[src/rtl/ula_resultado_bcd.sv]
// Purpose  : latch a finished ULA result with its erro/overflow flags and convert it to signed packed BCD.
// Latency  : done pulses LARGURA+1 edges after start is accepted (1 edge on the erro path).
// Backpres.: start is only sampled while idle; requests during a conversion are dropped, not queued.
//
// Ports:
//   clk, rst                 clock (rising edge) and asynchronous active-low reset
//   start                    conversion request, sampled only when ocupado=0
//   resultado, modo_sinal    ULA word and signedness (1 = two's complement)
//   erro_in, overflow_in     ULA flags, captured together with resultado
//   ocupado                  conversion in progress
//   done                     one-cycle pulse; bcd/negativo/erro_out/overflow_out change only then
//   bcd                      packed BCD, most significant digit in the top nibble
//   negativo                 sign of the displayed value
//   erro_out, overflow_out   flags captured with the displayed value
module ula_resultado_bcd #(
    parameter int LARGURA = 8,
    parameter int DIGITOS = 3
) (
    input  logic                   clk,
    input  logic                   rst,
    input  logic                   start,
    input  logic [LARGURA-1:0]     resultado,
    input  logic                   modo_sinal,
    input  logic                   erro_in,
    input  logic                   overflow_in,
    output logic                   ocupado,
    output logic                   done,
    output logic [4*DIGITOS-1:0]   bcd,
    output logic                   negativo,
    output logic                   erro_out,
    output logic                   overflow_out
);

    localparam int CW = $clog2(LARGURA + 1);

    typedef enum logic [1:0] {
        OCIOSO  = 2'd0,
        DESLOCA = 2'd1,
        CONCLUI = 2'd2
    } estado_t;

    estado_t                r_estado;
    logic [4*DIGITOS-1:0]   r_scratch;
    logic [LARGURA-1:0]     r_mag;
    logic [CW-1:0]          r_cont;
    logic                   r_sinal;
    logic                   r_erro;
    logic                   r_ovf;

    logic                   r_ocupado;
    logic                   r_done;
    logic [4*DIGITOS-1:0]   r_bcd;
    logic                   r_negativo;
    logic                   r_erro_out;
    logic                   r_overflow_out;

    logic                   w_neg;
    logic [LARGURA-1:0]     w_mag;
    logic [4*DIGITOS-1:0]   w_ajust;

    assign w_neg = modo_sinal & resultado[LARGURA-1];

    // The largest magnitude is 2**(LARGURA-1) (most negative input), which still fits
    // in LARGURA unsigned bits, so the two's complement negate wrapping at LARGURA bits
    // gives the same pattern as the LARGURA+1 bit result with its always-zero top bit.
    assign w_mag = w_neg ? (~resultado + LARGURA'(1)) : resultado;

    // Double-dabble correction: any digit >= 5 would become >= 10 after the shift,
    // so pre-add 3 to carry it into the next nibble.
    always_comb begin
        w_ajust = r_scratch;
        for (int d = 0; d < DIGITOS; d++) begin
            if (r_scratch[4*d +: 4] >= 4'd5)
                w_ajust[4*d +: 4] = r_scratch[4*d +: 4] + 4'd3;
        end
    end

    always_ff @(posedge clk or negedge rst) begin
        if (!rst) begin
            r_estado       <= OCIOSO;
            r_scratch      <= '0;
            r_mag          <= '0;
            r_cont         <= '0;
            r_sinal        <= 1'b0;
            r_erro         <= 1'b0;
            r_ovf          <= 1'b0;
            r_ocupado      <= 1'b0;
            r_done         <= 1'b0;
            r_bcd          <= '0;
            r_negativo     <= 1'b0;
            r_erro_out     <= 1'b0;
            r_overflow_out <= 1'b0;
        end else begin
            r_done <= 1'b0;
            case (r_estado)
                OCIOSO: begin
                    if (start) begin
                        r_sinal   <= w_neg;
                        r_mag     <= w_mag;
                        r_erro    <= erro_in;
                        r_ovf     <= overflow_in;
                        r_scratch <= '0;
                        r_cont    <= '0;
                        r_ocupado <= 1'b1;
                        // An erroneous result has no meaningful value to convert.
                        r_estado  <= erro_in ? CONCLUI : DESLOCA;
                    end
                end
                DESLOCA: begin
                    {r_scratch, r_mag} <= {w_ajust, r_mag} << 1;
                    r_cont             <= r_cont + 1'b1;
                    if (r_cont == CW'(LARGURA - 1))
                        r_estado <= CONCLUI;
                end
                CONCLUI: begin
                    if (r_erro) begin
                        r_bcd      <= {DIGITOS{4'hE}};
                        r_negativo <= 1'b0;
                    end else begin
                        r_bcd      <= r_scratch;
                        r_negativo <= r_sinal;
                    end
                    r_erro_out     <= r_erro;
                    r_overflow_out <= r_ovf;
                    r_done         <= 1'b1;
                    r_ocupado      <= 1'b0;
                    r_estado       <= OCIOSO;
                end
                default: begin
                    r_ocupado <= 1'b0;
                    r_estado  <= OCIOSO;
                end
            endcase
        end
    end

    assign ocupado      = r_ocupado;
    assign done         = r_done;
    assign bcd          = r_bcd;
    assign negativo     = r_negativo;
    assign erro_out     = r_erro_out;
    assign overflow_out = r_overflow_out;

endmodule

[config.mk]
export PLATFORM = sky130hd
export DESIGN_NAME = ula_resultado_bcd
export DESIGN_NICKNAME = d
export VERILOG_FILES = /design/src/rtl/ula_resultado_bcd.sv
export SDC_FILE = /design/constraint.sdc
export NUM_CORES = 1
export LEC_CHECK = 0
export BUFFER_PORTS_ARGS = -buffer_cell sky130_fd_sc_hd__buf_2
export CORE_ASPECT_RATIO = 1.5
export CORE_MARGIN = 2
export CORE_UTILIZATION = 51
export CTS_CLUSTER_SIZE = 25
export DETAILED_ROUTE_END_ITERATION = 16
export GPL_ROUTABILITY_DRIVEN = 0
export PLACE_DENSITY_LB_ADDON = 0.15
export SLEW_MARGIN = 20
export SYNTH_ARGS = -nofsm -noshare
export SYNTH_HDL_FRONTEND = slang
export SYNTH_SLANG_ARGS = --single-unit
[constraint.sdc]
create_clock -name clk -period 1.34 [get_ports clk]
set_input_delay 0.268 -clock clk [delete_from_list [all_inputs] [get_ports clk]]
set_output_delay 0.268 -clock clk [all_outputs]
set_load 0.005 [all_outputs]
Word-level counts from Yosys, hierarchy flattened

Index checks and enable logic that the tools add are counted.

Equality and inequality tests: 5
Mux-type cells: 19
Magnitude comparators: 3
Reductions and logical operators: 6
Add/sub/neg operators: 5
Bitwise operators: 3

Operators with widths:

| operator              | count |
|---|---|
| $mux W12              | 2 |
| $pmux W12 S2          | 1 |
| $mux W8               | 2 |
| $pmux W8 S2           | 1 |
| $ge A4 B3 Y1 const B  | 3 |
| $mux W4               | 3 |
| $add A4 B2 Y4 const B | 2 |
| $add A8 B1 Y8 const B | 1 |
| $not A8 Y8            | 1 |
| $pmux W4 S2           | 1 |
| $reduce_and A2 Y1     | 4 |
| $mux W2               | 3 |
| $add A4 B1 Y4 const B | 1 |
| $eq A4 B3 Y1 const B  | 1 |
| $ne A2 B2 Y1 const B  | 2 |
| $pmux W2 S2           | 1 |
| $add A3 B2 Y3 const B | 1 |
| $mux W1               | 3 |
| $mux W3               | 1 |
| $eq A2 B1 Y1 const B  | 1 |
| $eq A2 B2 Y1 const B  | 1 |
| $logic_not A2 Y1      | 1 |
| $pmux W1 S2           | 1 |
| $reduce_bool A2 Y1    | 1 |
| 2 further kinds       | 2 |

Word-level logic and storage cells: 54
Bits of input ports: 14
Register bits after elaboration: 46
Output and inout port bits: 17

Longest topological paths before layout

Word-level depth: 5
Depth in mapped cells: 7
Depth with buffers taken out: 6

Worst setup path after synthesis

OpenSTA, ideal clock, no wires.

Kind: register to register
Start: reg r_scratch[0]
End: reg r_scratch[2]
Required time: 1.257 ns
Arrival: 1.392 ns
Setup time: 0.083 ns
Slack: -0.135 ns
Cell stages (with the launch flop): 7
Period minus slack after synthesis: 1.475 ns
Buffers on the path: 0
Cells stage by stage: dfrtp_1 > inv_1 > ha_1 > nand2b_1 > a21oi_2 > mux2_2 > o21ai_0

Cells in the longest elaborated chain, start to end: 3
Elaborated cells between the ends (all ways): 4
Those cells by class: 1 x add/sub; 1 x order compare; 2 x mux

RTL lines:

| what                                          | line   | text |
|---|---|---|
| from (decl)                                   | 43     | `logic [4*DIGITOS-1:0] r_scratch;` |
| from (signal assigned)                        | 110    | `{r_scratch, r_mag} <= {w_ajust, r_mag} << 1;` |
| $add A4 B2 Y4 or $ge A4 B3 Y1 (tied branches) | 74, 73 |  |
| $mux W4 (*)                                   | 73     | `if (r_scratch[4*d +: 4] >= 4'd5)` |
| $pmux W12 S2 (*)                              | 95     | `case (r_estado)` |

Mark *: on every way between the ends. The rest lies on a longest branch, timed or not.
A chain may end at the register's enable or synchronous reset.

Final worst setup path

Ends and elaborated chain as after synthesis.

==> summary.txt <==
GRT
  • Global-route wire length before repair: around 8000 um
  • Remaining global-route overflow: 0
  • GRT Util Overall: a little over a fifth
  • Initial antenna violation count: 0
  • Pin count of the biggest net entering global routing: between 40 and 50
  • Number of global-route vias before repair: approximately 1800

Drt
  • Post-route DRC: 0
  • Final ANT Viol Nets: 0
  • Initial DRC count: between 60 and 70
  • Drt pass-1 iters: 7
  • Via/cell ratio: about 5.5
  • Vias: 1794
  • Per-cell routed wire length: ~14 um
  • Final wirelength: ~4700 um

Timing
  • Final setup viols: 1
  • Max Freq: 0.739 GHz
  • Hold slack: roughly 0.16 ns
  • Crit path time final: 1.35 ns
  • Fin crit share: 101%
  • Worst Slack Setup Final: -0.0127 ns
  • Final Max Slew Viols: 0
  • Least-Margin Pin Slew: approximately 0.49 ns
  • Final Skew: ~0.0024 ns
  • Rel. slew slack: 67.3%
  • RSZ-0062 raised after global routing: true
  • Final hold violations: 0

Worst setup path
  • Worst EP required: 1.57 ns
  • Worst setup EP type: register
  • Crit Path Max Fanout: 3
  • Startpoint types: register
  • Worst Path Arrival: between 1.5 and 2 ns
  • CP Class: reg2reg

Clock network
  • Max clock buf depth: 2
  • CTS H-tree depth: 2
  • CTS tree: yes
  • Clock sinks: between 40 and 50
  • TritonCTS buffer count: 5
  • Worst skew pair latency: ~0.29 ns
  • Root Driver: clkbuf_8
  • Clock-pin transition on the worst setup and hold timing paths: about 0.08 ns

Synth
  • Compound-Gate Fraction of Synth Area: a little under a fifth
  • Most used DFF post-synth: dfrtp_1
  • Synth unique cells: 39
  • Cell count after synthesis: 219
  • Main combinational cell family by area after synthesis: compound AO/OA/AOI/OAI gates
  • Synth Area in Adders: under 10%
  • YS warnings: 0
  • Synthesis-stage register bit count: 46
  • Syn Std Cell Area: between 2000 and 2500 um2
  • Post-Synth XOR/XNOR Area: ~4%
  • EDFF count, synth: 0
  • Async SR Flop Fraction: between 90% and 100%
  • Multiplexer share of the synthesized area: ~3.8%
  • Synthesized area per cell: slightly above 10 um2
  • Net Count, Synth: roughly 240
  • Register area share after synthesis: between 50% and 60%
  • Simple-gate area share of the yosys netlist: between 10% and 20%

Place
  • Port bufs: 30
  • Hpwl dp: about 3300 um

Die
  • # rows: 29
  • Core area: around 4200 um2
  • I/O pins: 31
  • Die area: around 5000 um2
  • Initial Util: a little over half
  • Horiz. Die Dim: ~60 um
  • Die height: 85.4 um

Cells and area
  • Antenna diodes: 0
  • Most common cell after layout, fill and taps aside: dfrtp_1
  • Layout cell share with drive strength beyond 1: a little under two fifths
  • Fin util: 69.2%
  • Area Overhead vs Synth: 30.3%
  • Most frequent cells in the layout: dfrtp_1, nand2_1, buf_2, buf_4, o21ai_0
  • Final nets: ~300

Outcome
  • Failing checks: setup timing
  • Outcome: complete, but fails checks

Power and ir drop
  • Worst ir drop on vdd: roughly 0.0015 V
  • Power density over the cells: 2260 nW/um2
  • P_leak: between 0.001 and 0.0015 uW

Worst hold path
  • HP Class: in2reg

Flow run
  • Max cap viols: 0
-- registers in the layout, summed over array words and instances, names as in the netlist --
signal        cells
done              1
r_mag             8
overflow_out      1
ocupado           1
r_ovf             1
r_cont            4
r_erro            1
r_sinal           1
r_scratch        12
bcd              12
erro_out          1
r_estado          2
negativo          1
-- cell type report --
cell class                 count  area, um2
fill                         339       1310
sequential                    46       1150
multi-input combinational    150       1120
timing repair buffer          65        469
clock buffer                   7       86.3
tap                           46       57.6
inverter                      13       48.8
clock inverter                 1       5.00
-- cell usage after synthesis (2+ instances only) --
cell type,count,area [um2]
a21oi_1,7,35.0
a21oi_2,2,17.5
a22o_1,3,26.3
a22oi_1,3,22.5
a32o_1,3,30.0
buf_2,3,15.0
buf_4,2,15.0
buf_6,4,45.0
dfrtp_1,46,1150
ha_1,8,100
inv_1,12,45.0
mux2_2,4,45.0
mux2i_1,4,40.0
nand2_1,32,120
nand2b_1,4,25.0
nor2_1,14,52.6
nor3_1,3,15.0
o21ai_0,22,110
o22ai_1,8,50.1
o31ai_1,7,52.6
o32ai_1,2,17.5
xnor2_1,8,70.1
xor2_1,2,17.5
-- repair_timing --
item	4_1_cts	5_1_grt
buffers inserted	1	5
hold buffers	1	0
setup endpoints to repair	9	15
pin swaps	3	7
gates resized for setup	6	20
hold endpoints to repair	46	0
-- per-stage QoR --
| step | power, uW | worst slack [ns] | TNS (ns) | std cells | area, um2 |
|---|---|---|---|---|---|
| CTS | 6260 | -0.0156 | -0.0280 | 323 | 2780 |
| global route | 7190 | -0.0905 | -0.274 | 328 | 2940 |
| detailed placement | 5340 | -0.0299 | -0.0803 | 313 | 2670 |
| finish | 6640 | -0.0127 | -0.0127 | 328 | 2940 |
| global placement | 5270 | 0.00610 | 0 | 313 | 2670 |
| floorplan | 4230 | -0.00637 | -0.00637 | 219 | 2290 |
-- logic make-up after synthesis --
logic type | Yosys count
AOI/OAI and AO/OA | 63
xor gates and xnor gates | 10
adders and majority gates | 8
buffers and inverters | 23
DFF | 46
muxes | 8
and+or+nand+nor | 61
-- metal layers --
metal | vias up | GRT usage, % | share of wire, %
li1 | 890 | - | -
met3 | 8 | 4.42 | 3.2
met2 | 35 | 35.9 | 52
met5 | - | 0 | 0
met1 | 861 | 24.7 | 42
met4 | 0 | 8.67 | 1.9
-- worst paths after layout --
check,startpoint,to,slack (ns),cells past startpoint
hold / removal,overflow_in,r_ovf$_DFFE_PN0P_,0.16,3
max in group asynchronous,rst,r_estado[0]$_DFFE_PN0P_,0.64,3
hold reg to reg,bcd[7]$_DFFE_PN0P_,bcd[7]$_DFFE_PN0P_,0.47,2
min in group asynchronous,rst,ocupado$_DFFE_PN0P_,0.48,3
setup reg to reg,r_scratch[0]$_DFFE_PN0P_,r_scratch[2]$_DFFE_PN0P_,-0.01,5
setup / recovery,r_scratch[0]$_DFFE_PN0P_,r_scratch[2]$_DFFE_PN0P_,-0.01,5
-- power breakdown --
part / total (uW) / switching (uW) / internal (uW) / leakage [uW]
clock network: 858 / 442 / 416 / 0.0000482
logic: 3300 / 1490 / 1810 / 0.000776
registers: 2480 / 510 / 1970 / 0.000581
total: 6640 / 2450 / 4190 / 0.00141
-- worst max-delay path, stage by stage (launching register included) --
cell      delay [ns]
dfrtp_1         0.42
ha_2            0.19
nand2b_4        0.14
a21oi_4         0.13
mux2_4          0.31
o21ai_2         0.10
No activity file was read; power rests on OpenSTA's default activity.
